**config.mk**
```make
export PLATFORM = sky130hd
export DESIGN_NAME = keypad_scan
export DESIGN_NICKNAME = d
export VERILOG_FILES = /design/src/rtl/keypad_scan.sv
export SDC_FILE = /design/constraint.sdc
export NUM_CORES = 1
export LEC_CHECK = 0
export ABC_CLOCK_PERIOD_IN_PS = 3000
export CORE_AREA = 2 2 107 109
export CTS_CLUSTER_DIAMETER = 150
export CTS_CLUSTER_SIZE = 10
export DETAILED_ROUTE_END_ITERATION = 8
export DIE_AREA = 0 0 109 111
export DONT_BUFFER_PORTS = 1
export HOLD_SLACK_MARGIN = 0.15
export PLACE_DENSITY = 0.46
export SYNTH_ARGS = -nofsm -noshare
export SYNTH_HDL_FRONTEND = slang
export SYNTH_SLANG_ARGS = --single-unit
```
**constraint.sdc**
```tcl
create_clock -name clk -period 3 [get_ports clk]
set_clock_uncertainty 0.2 [all_clocks]
set_input_delay 0.15 -clock clk [delete_from_list [all_inputs] [get_ports clk]]
set_output_delay 0.15 -clock clk [all_outputs]
set_load 0.1 [all_outputs]
```
**src/rtl/keypad_scan.sv**
```systemverilog
// 4x4 matrix keypad scanner: active-low row drive, synchronised column read,
// press/release debounce, and a 32-bit nibble entry shift register.
module keypad_scan #(
   parameter int SCAN_DIV = 16,
   parameter int DEBOUNCE = 1000
) (
   input  logic        clk,
   input  logic        rst,
   input  logic [3:0]  col,
   input  logic        clear,
   output logic [3:0]  row,
   output logic [3:0]  key_code,
   output logic        key_valid,
   output logic        key_held,
   output logic [31:0] data
);

   localparam int DW  = (SCAN_DIV > 1) ? $clog2(SCAN_DIV) : 1;
   localparam int DBW = (DEBOUNCE > 1) ? $clog2(DEBOUNCE) : 1;
   localparam logic [DW-1:0]  DWELL_LAST = DW'(SCAN_DIV - 1);
   localparam logic [DBW-1:0] DEB_LAST   = DBW'(DEBOUNCE - 1);

   typedef enum logic [1:0] {
      ST_SCAN,
      ST_DEBOUNCE,
      ST_PRESSED,
      ST_RELEASE
   } state_t;

   state_t         state_q, state_d;
   logic [3:0]     col_meta_q, col_s_q;
   logic [1:0]     row_idx_q, row_idx_d;
   logic [DW-1:0]  dwell_q, dwell_d;
   logic [DBW-1:0] deb_q, deb_d;
   logic [3:0]     cap_col_q, cap_col_d;
   logic [3:0]     cap_code_q, cap_code_d;
   logic [3:0]     key_code_q, key_code_d;
   logic           key_valid_q, key_valid_d;
   logic           key_held_q, key_held_d;
   logic [31:0]    data_q, data_d;
   logic [1:0]     col_idx;
   logic [31:0]    data_base;

   // Lowest-numbered low column wins when several are pressed together.
   always_comb begin
      col_idx = 2'd3;
      for (int i = 3; i >= 0; i--) begin
         if (!col_s_q[i]) col_idx = 2'(i);
      end
   end

   always_comb begin
      state_d     = state_q;
      row_idx_d   = row_idx_q;
      dwell_d     = dwell_q;
      deb_d       = deb_q;
      cap_col_d   = cap_col_q;
      cap_code_d  = cap_code_q;
      key_code_d  = key_code_q;
      key_valid_d = 1'b0;
      key_held_d  = key_held_q;
      data_base   = clear ? 32'h0 : data_q;
      data_d      = data_base;

      case (state_q)
         ST_SCAN: begin
            if (dwell_q == DWELL_LAST) begin
               if (col_s_q != 4'b1111) begin
                  cap_col_d  = col_s_q;
                  cap_code_d = {row_idx_q, col_idx};
                  deb_d      = '0;
                  state_d    = ST_DEBOUNCE;
               end else begin
                  row_idx_d = row_idx_q + 2'd1;
                  dwell_d   = '0;
               end
            end else begin
               dwell_d = dwell_q + DW'(1);
            end
         end
         ST_DEBOUNCE: begin
            if (col_s_q == cap_col_q) begin
               if (deb_q == DEB_LAST) begin
                  key_code_d  = cap_code_q;
                  key_valid_d = 1'b1;
                  key_held_d  = 1'b1;
                  data_d      = {data_base[27:0], cap_code_q};
                  state_d     = ST_PRESSED;
               end else begin
                  deb_d = deb_q + DBW'(1);
               end
            end else begin
               dwell_d = '0;
               state_d = ST_SCAN;
            end
         end
         ST_PRESSED: begin
            if (col_s_q == 4'b1111) begin
               deb_d   = '0;
               state_d = ST_RELEASE;
            end
         end
         ST_RELEASE: begin
            if (col_s_q == 4'b1111) begin
               if (deb_q == DEB_LAST) begin
                  key_held_d = 1'b0;
                  row_idx_d  = row_idx_q + 2'd1;
                  dwell_d    = '0;
                  state_d    = ST_SCAN;
               end else begin
                  deb_d = deb_q + DBW'(1);
               end
            end else begin
               state_d = ST_PRESSED;
            end
         end
         default: state_d = ST_SCAN;
      endcase
   end

   always_ff @(posedge clk or posedge rst) begin
      if (rst) begin
         state_q     <= ST_SCAN;
         col_meta_q  <= 4'b1111;
         col_s_q     <= 4'b1111;
         row_idx_q   <= 2'd0;
         dwell_q     <= '0;
         deb_q       <= '0;
         cap_col_q   <= 4'b1111;
         cap_code_q  <= 4'h0;
         key_code_q  <= 4'h0;
         key_valid_q <= 1'b0;
         key_held_q  <= 1'b0;
         data_q      <= 32'h0;
      end else begin
         state_q     <= state_d;
         col_meta_q  <= col;
         col_s_q     <= col_meta_q;
         row_idx_q   <= row_idx_d;
         dwell_q     <= dwell_d;
         deb_q       <= deb_d;
         cap_col_q   <= cap_col_d;
         cap_code_q  <= cap_code_d;
         key_code_q  <= key_code_d;
         key_valid_q <= key_valid_d;
         key_held_q  <= key_held_d;
         data_q      <= data_d;
      end
   end

   assign row       = ~(4'b0001 << row_idx_q);
   assign key_code  = key_code_q;
   assign key_valid = key_valid_q;
   assign key_held  = key_held_q;
   assign data      = data_q;

endmodule

```
# --- After elaboration in Yosys (flattened, before gate mapping) ---
# Cells that the tools add are included.
op_classes:
  n_reduce_logical: 11
  n_shift: 1
  addsub: 3
  n_eq_ne: 20
  n_mux: 41
  bitwise_logic: 1
op_table:
  columns: ["op", "n"]
  rows:
  - ["32-bit two-way mux", 4]
  - ["10-bit two-way mux", 6]
  - ["10-bit case mux with 4 select lines", 1]
  - ["2-bit two-way mux", 13]
  - ["5-bit AND reduction", 5]
  - ["4-bit two-way mux", 5]
  - ["2-bit inequality test (second input constant)", 9]
  - ["4-bit case mux with 3 select lines", 1]
  - ["10-bit by 1-bit adder with 10-bit output (second input constant)", 1]
  - ["10-bit == test (second input constant)", 1]
  - ["3-bit inequality test (second input constant)", 3]
  - ["4-bit == test (second input constant)", 2]
  - ["1-bit two-way mux", 8]
  - ["2-bit case mux with 4 select lines", 1]
  - ["3-bit AND reduction", 2]
  - ["4-bit by 1-bit adder with 4-bit output (second input constant)", 1]
  - ["2-bit == test (second input constant)", 2]
  - ["4-bit == test", 1]
  - ["4-bit inequality test (second input constant)", 1]
  - ["4-bit inverter", 1]
  - ["2-bit case mux with 2 select lines", 1]
  - ["2-bit nonzero test", 2]
  - ["1-bit by 2-bit << shifter with 4-bit output (first input constant)", 1]
  - ["3-bit nonzero test", 1]
  - ["4 further kinds", 4]
word_totals:
  inputBits: 7
  wordCells: 89
  register_bits: 72
  out_inout_bits: 42

# --- Depth between registers and ports, before layout ---
depth:
  ltp_word: 4
  ltp_mapped: 8
  depth_no_buf: 6

# --- Least setup slack after synthesis ---
# OpenSTA, ideal clock, no wires.
synth_path:
  path_kind: "register -> register"
  startpoint: "register deb_q[0]"
  endpoint: "register deb_q[8]"
  path_buffers: 1
  arrival_ns: 1.931
  synth_period_minus_slack_ns: 2.257
  path_slack_ns: 0.743
  stages_incl_launch_ff: 8
  required_time_ns: 2.674
  path_cell_list: "dfrtp_1 -> ha_1 -> nand4_1 -> or4_4 -> o211a_1 -> buf_6 -> and3_1 -> a221o_1"
synth_via:
  elab_chain_len: 4
  elab_cells_between_ends: 6
  cone_classes: "add/sub: 1; eq/ne: 1; mux: 4"
synth_rtl:
  columns: ["item", "line_no", "text"]
  rows:
  - ["start, declared", "34", "logic [DBW-1:0] deb_q, deb_d;"]
  - ["start signal, assigned", "128", "deb_q <= '0;"]
  - ["start signal, assigned", "141", "deb_q <= deb_d;"]
  - ["10-bit by 1-bit adder with 10-bit output / 10-bit == test (equally long branches)", null, null]
  - ["10-bit two-way mux *", "83, 105", null]
  - ["10-bit two-way mux, on equally long branches", "104, 82", null]
  - ["10-bit case mux with 4 select lines *", "65", "case (state_q)"]
# Mark *: on every way between the ends. The rest lies on a longest branch, timed or not. The select of a mux whose other input is x is not followed.
# A chain may end at the register's enable or synchronous reset.

# --- Final worst setup path ---
layout_path:
  startpoint: "register deb_q[1]"
  endpoint: "register deb_q[2]"
# Same word-level chain as after synthesis.

==> run metrics <==
Core Rows=39; setup violators final=0; Worst-Skew Late Latency=between 300 and 400 ps; die area=12100 sq um; Max Slew Vio Count=0; setup bufs post-CTS=0; initial antenna violation count=0; via count=around 2300; RePlAce Congestion=between 0.7 and 0.8; post-synthesis async set-or-reset flop share=1.00; Cells after Synth=between 300 and 400; Max Buffers Root-to-Sink=2; Detailed Place HPWL=~4600 microns; die width=109 microns; Non-Filler Instances=502; Layout Utilization=0.351; Vias/cell=approximately 4.7; Synth Cell Area=3190 sq um; peak supply drop=around 0.00030 V; vias in the first global route=2279; pin count of the biggest net entering global routing=34; Yosys reg bits=72; Initial Utilization=0.288; GR Layer Usage met3=0.0453; RSZ-0062 raised after global routing=no; Worst setup SP type=flop; port bufs=0; R2R depth=6; DP Cell Count=476; synth unique cells=45; n_diodes=0; Leakage Power=1.78 nW; relative slew slack=0.248; 1st-iter DRT viols=96; Crit Path Max Fanout=11; CP arrival=roughly 2500 ps; hold buffer count at cts=10; YS warnings=0; GR Util met1=0.143; DRT Pass-1 Iters=4; Syn Area/Cell=roughly 10 sq um; first-pass GRT wire length=approximately 11000 microns; setup total negative slack=0 ps; GRT Total Usage=0.120; core area=between 10000 and 15000 sq um; worst slew pin tran=1120 ps; run status=finished, final reports clean; CTS Sinks=just over 70; filler cell count=between 1000 and 1500; Synth Flop Type=dfrtp_1; Final Net Count=between 300 and 400; pwr/cell area=about 640 nW/um^2; Post-Syn Nets=~330; Post-synth EDFFs=0; sequential cell area fraction in the yosys report=0.570; post_cts resized=0; Worst setup EP type=flop; Tmin final=between 2000 and 3000 ps; share of layout cells above drive strength 1=0.206; hold depth=0; H-tree levels=3; # DRC=0; root buf cell=clkbuf_16; CP required=about 3000 ps; Die Height=~110 microns; final WL=6790 microns; DR WL/cell=13.5 microns; Final ANT Viol Nets=0; Setup CP Type=flop to flop; met2 Usage GRT=0.192; max_cap viols=0; CTS Buf Count=9; global route overflow=0; CTS tree=done; endpoints failing hold=0; gr busiest metal=met2; Top-Level Pins=slightly below 50; Worst Hold Class=flop to flop; Layout area overhead=22.0%; clk slew on worst S/H paths=approximately 60 ps; Period Utilization, post-route=0.842; maximum clock rate=just under 400 MHz
## report_power, final
part | total (W) | internal, W | leakage (nW) | switching, W
Combinational | 0.000360 | 0.000137 | 0.694 | 0.000223
Clock | 0.000943 | 0.000558 | 0.131 | 0.000386
Sequential | 0.00117 | 0.00109 | 0.954 | 0.0000767
Total | 0.00247 | 0.00178 | 1.78 | 0.000686
## state kept, by name, summed over array words and instances (netlist names)
register,flops
deb_q,10
dwell_q,4
key_valid,1
key_held,1
state_q,2
data,32
row_idx_q,2
key_code,4
col_s_q,4
cap_code_q,4
cap_col_q,4
col_meta_q,4
## placed cells by master, fill, tap and decap left out, drive strengths merged, types with 2 or more instances in the layout
master,n
or4,2
clkbuf,12
buf,33
dfstp,12
nor3,7
nor3b,2
o2bb2ai,2
nor4,2
dlygate4sd3,10
nand2b,2
mux2,3
dfrtp,60
a21o,2
o22a,2
a221o,4
nand3,8
and3,7
inv,14
a21oi,34
xor2,5
nand4,2
clkinv,2
or3,3
nand2,86
o21ai,10
a22o,7
nor2,5
a21boi,2
ha,6
## routing by layer
metal / part of all wire / vias up
met1: 0.44 / 1126
met2: 0.48 / 48
met5: 0 / -
li1: - / 1156
met4: 0.018 / 0
met3: 0.057 / 11
## area by class of cell
cell class | count | area [sq um] | share of cell area
repair buffers | 43 | 348 | 0.0895
inverters | 12 | 45.0 | 0.0116
multi-input cells | 216 | 1240 | 0.319
well taps | 143 | 179 | 0.0461
flip-flops and latches | 72 | 1820 | 0.468
clock inverters | 4 | 22.5 | 0.00580
clock buffers | 12 | 236 | 0.0609
## Yosys cell counts, drive strengths merged (2+ instances only)
master / number / area (sq um)
o22a: 2 / 17.5
a221o: 4 / 43.8
a21oi: 34 / 170
nor3: 7 / 35.0
clkbuf: 10 / 37.5
inv: 12 / 45.0
o2bb2ai: 2 / 17.5
or4: 2 / 18.8
a21o: 2 / 15.0
nand2: 86 / 323
nand4: 2 / 12.5
nor2: 5 / 18.8
and3: 7 / 46.3
nand2b: 2 / 12.5
or3: 3 / 18.8
o21ai: 10 / 50.1
a22o: 7 / 63.8
dfrtp: 60 / 1500
xor2: 5 / 43.8
nor4: 2 / 42.5
dfstp: 12 / 315
nor3b: 2 / 15.0
nand3: 8 / 40.0
mux2: 3 / 33.8
ha: 6 / 75.1
a21boi: 2 / 15.0
buf: 6 / 48.8
## critical path, cell delays in order, from the launching register on
cell	delay, ps
dfrtp_1	370
ha_1	240
nand4_1	190
or4_4	580
o211a_1	270
and2b_2	250
a221o_2	320
## cell families (layout without fill, tap and decap cells)
group                    after synthesis  after routing  share of synthesized area
AO/OA/AOI/OAI                         69             69                      0.140
flip-flops                            72             72                      0.570
AND/OR/NAND/NOR                      132            132                      0.198
XOR/XNOR                               6              6                     0.0165
adder cells (fa/ha/maj)                6              6                     0.0236
buffers and inverters                 28             71                     0.0412
multiplexers                           3              3                     0.0106
## per-stage QoR
step	hold slack, ps	instance area (sq um)	worst slack [ps]	power (W)
floorplan	-45.5	3190	743	0.00147
global placement	-45.5	3530	530	0.00153
detailed placement	-45.5	3530	485	0.00154
CTS	155	3880	476	0.00252
global route	160	3880	320	0.00261
finish	154	3880	473	0.00247
## final timing paths
kind	slack, ps	start	to
max in group asynchronous	1600	rst	col_s_q[0]$_DFF_PP1_
min in group asynchronous	190	rst	key_valid$_DFF_PP0_
worst min-delay path	150	col_meta_q[2]$_DFF_PP1_	col_s_q[2]$_DFF_PP1_
worst max register to register	470	deb_q[1]$_DFFE_PP0P_	deb_q[2]$_DFFE_PP0P_
worst min register to register	150	col_meta_q[2]$_DFF_PP1_	col_s_q[2]$_DFF_PP1_
worst max-delay path	470	deb_q[1]$_DFFE_PP0P_	deb_q[2]$_DFFE_PP0P_
Power figures use the tool's default switching activity.
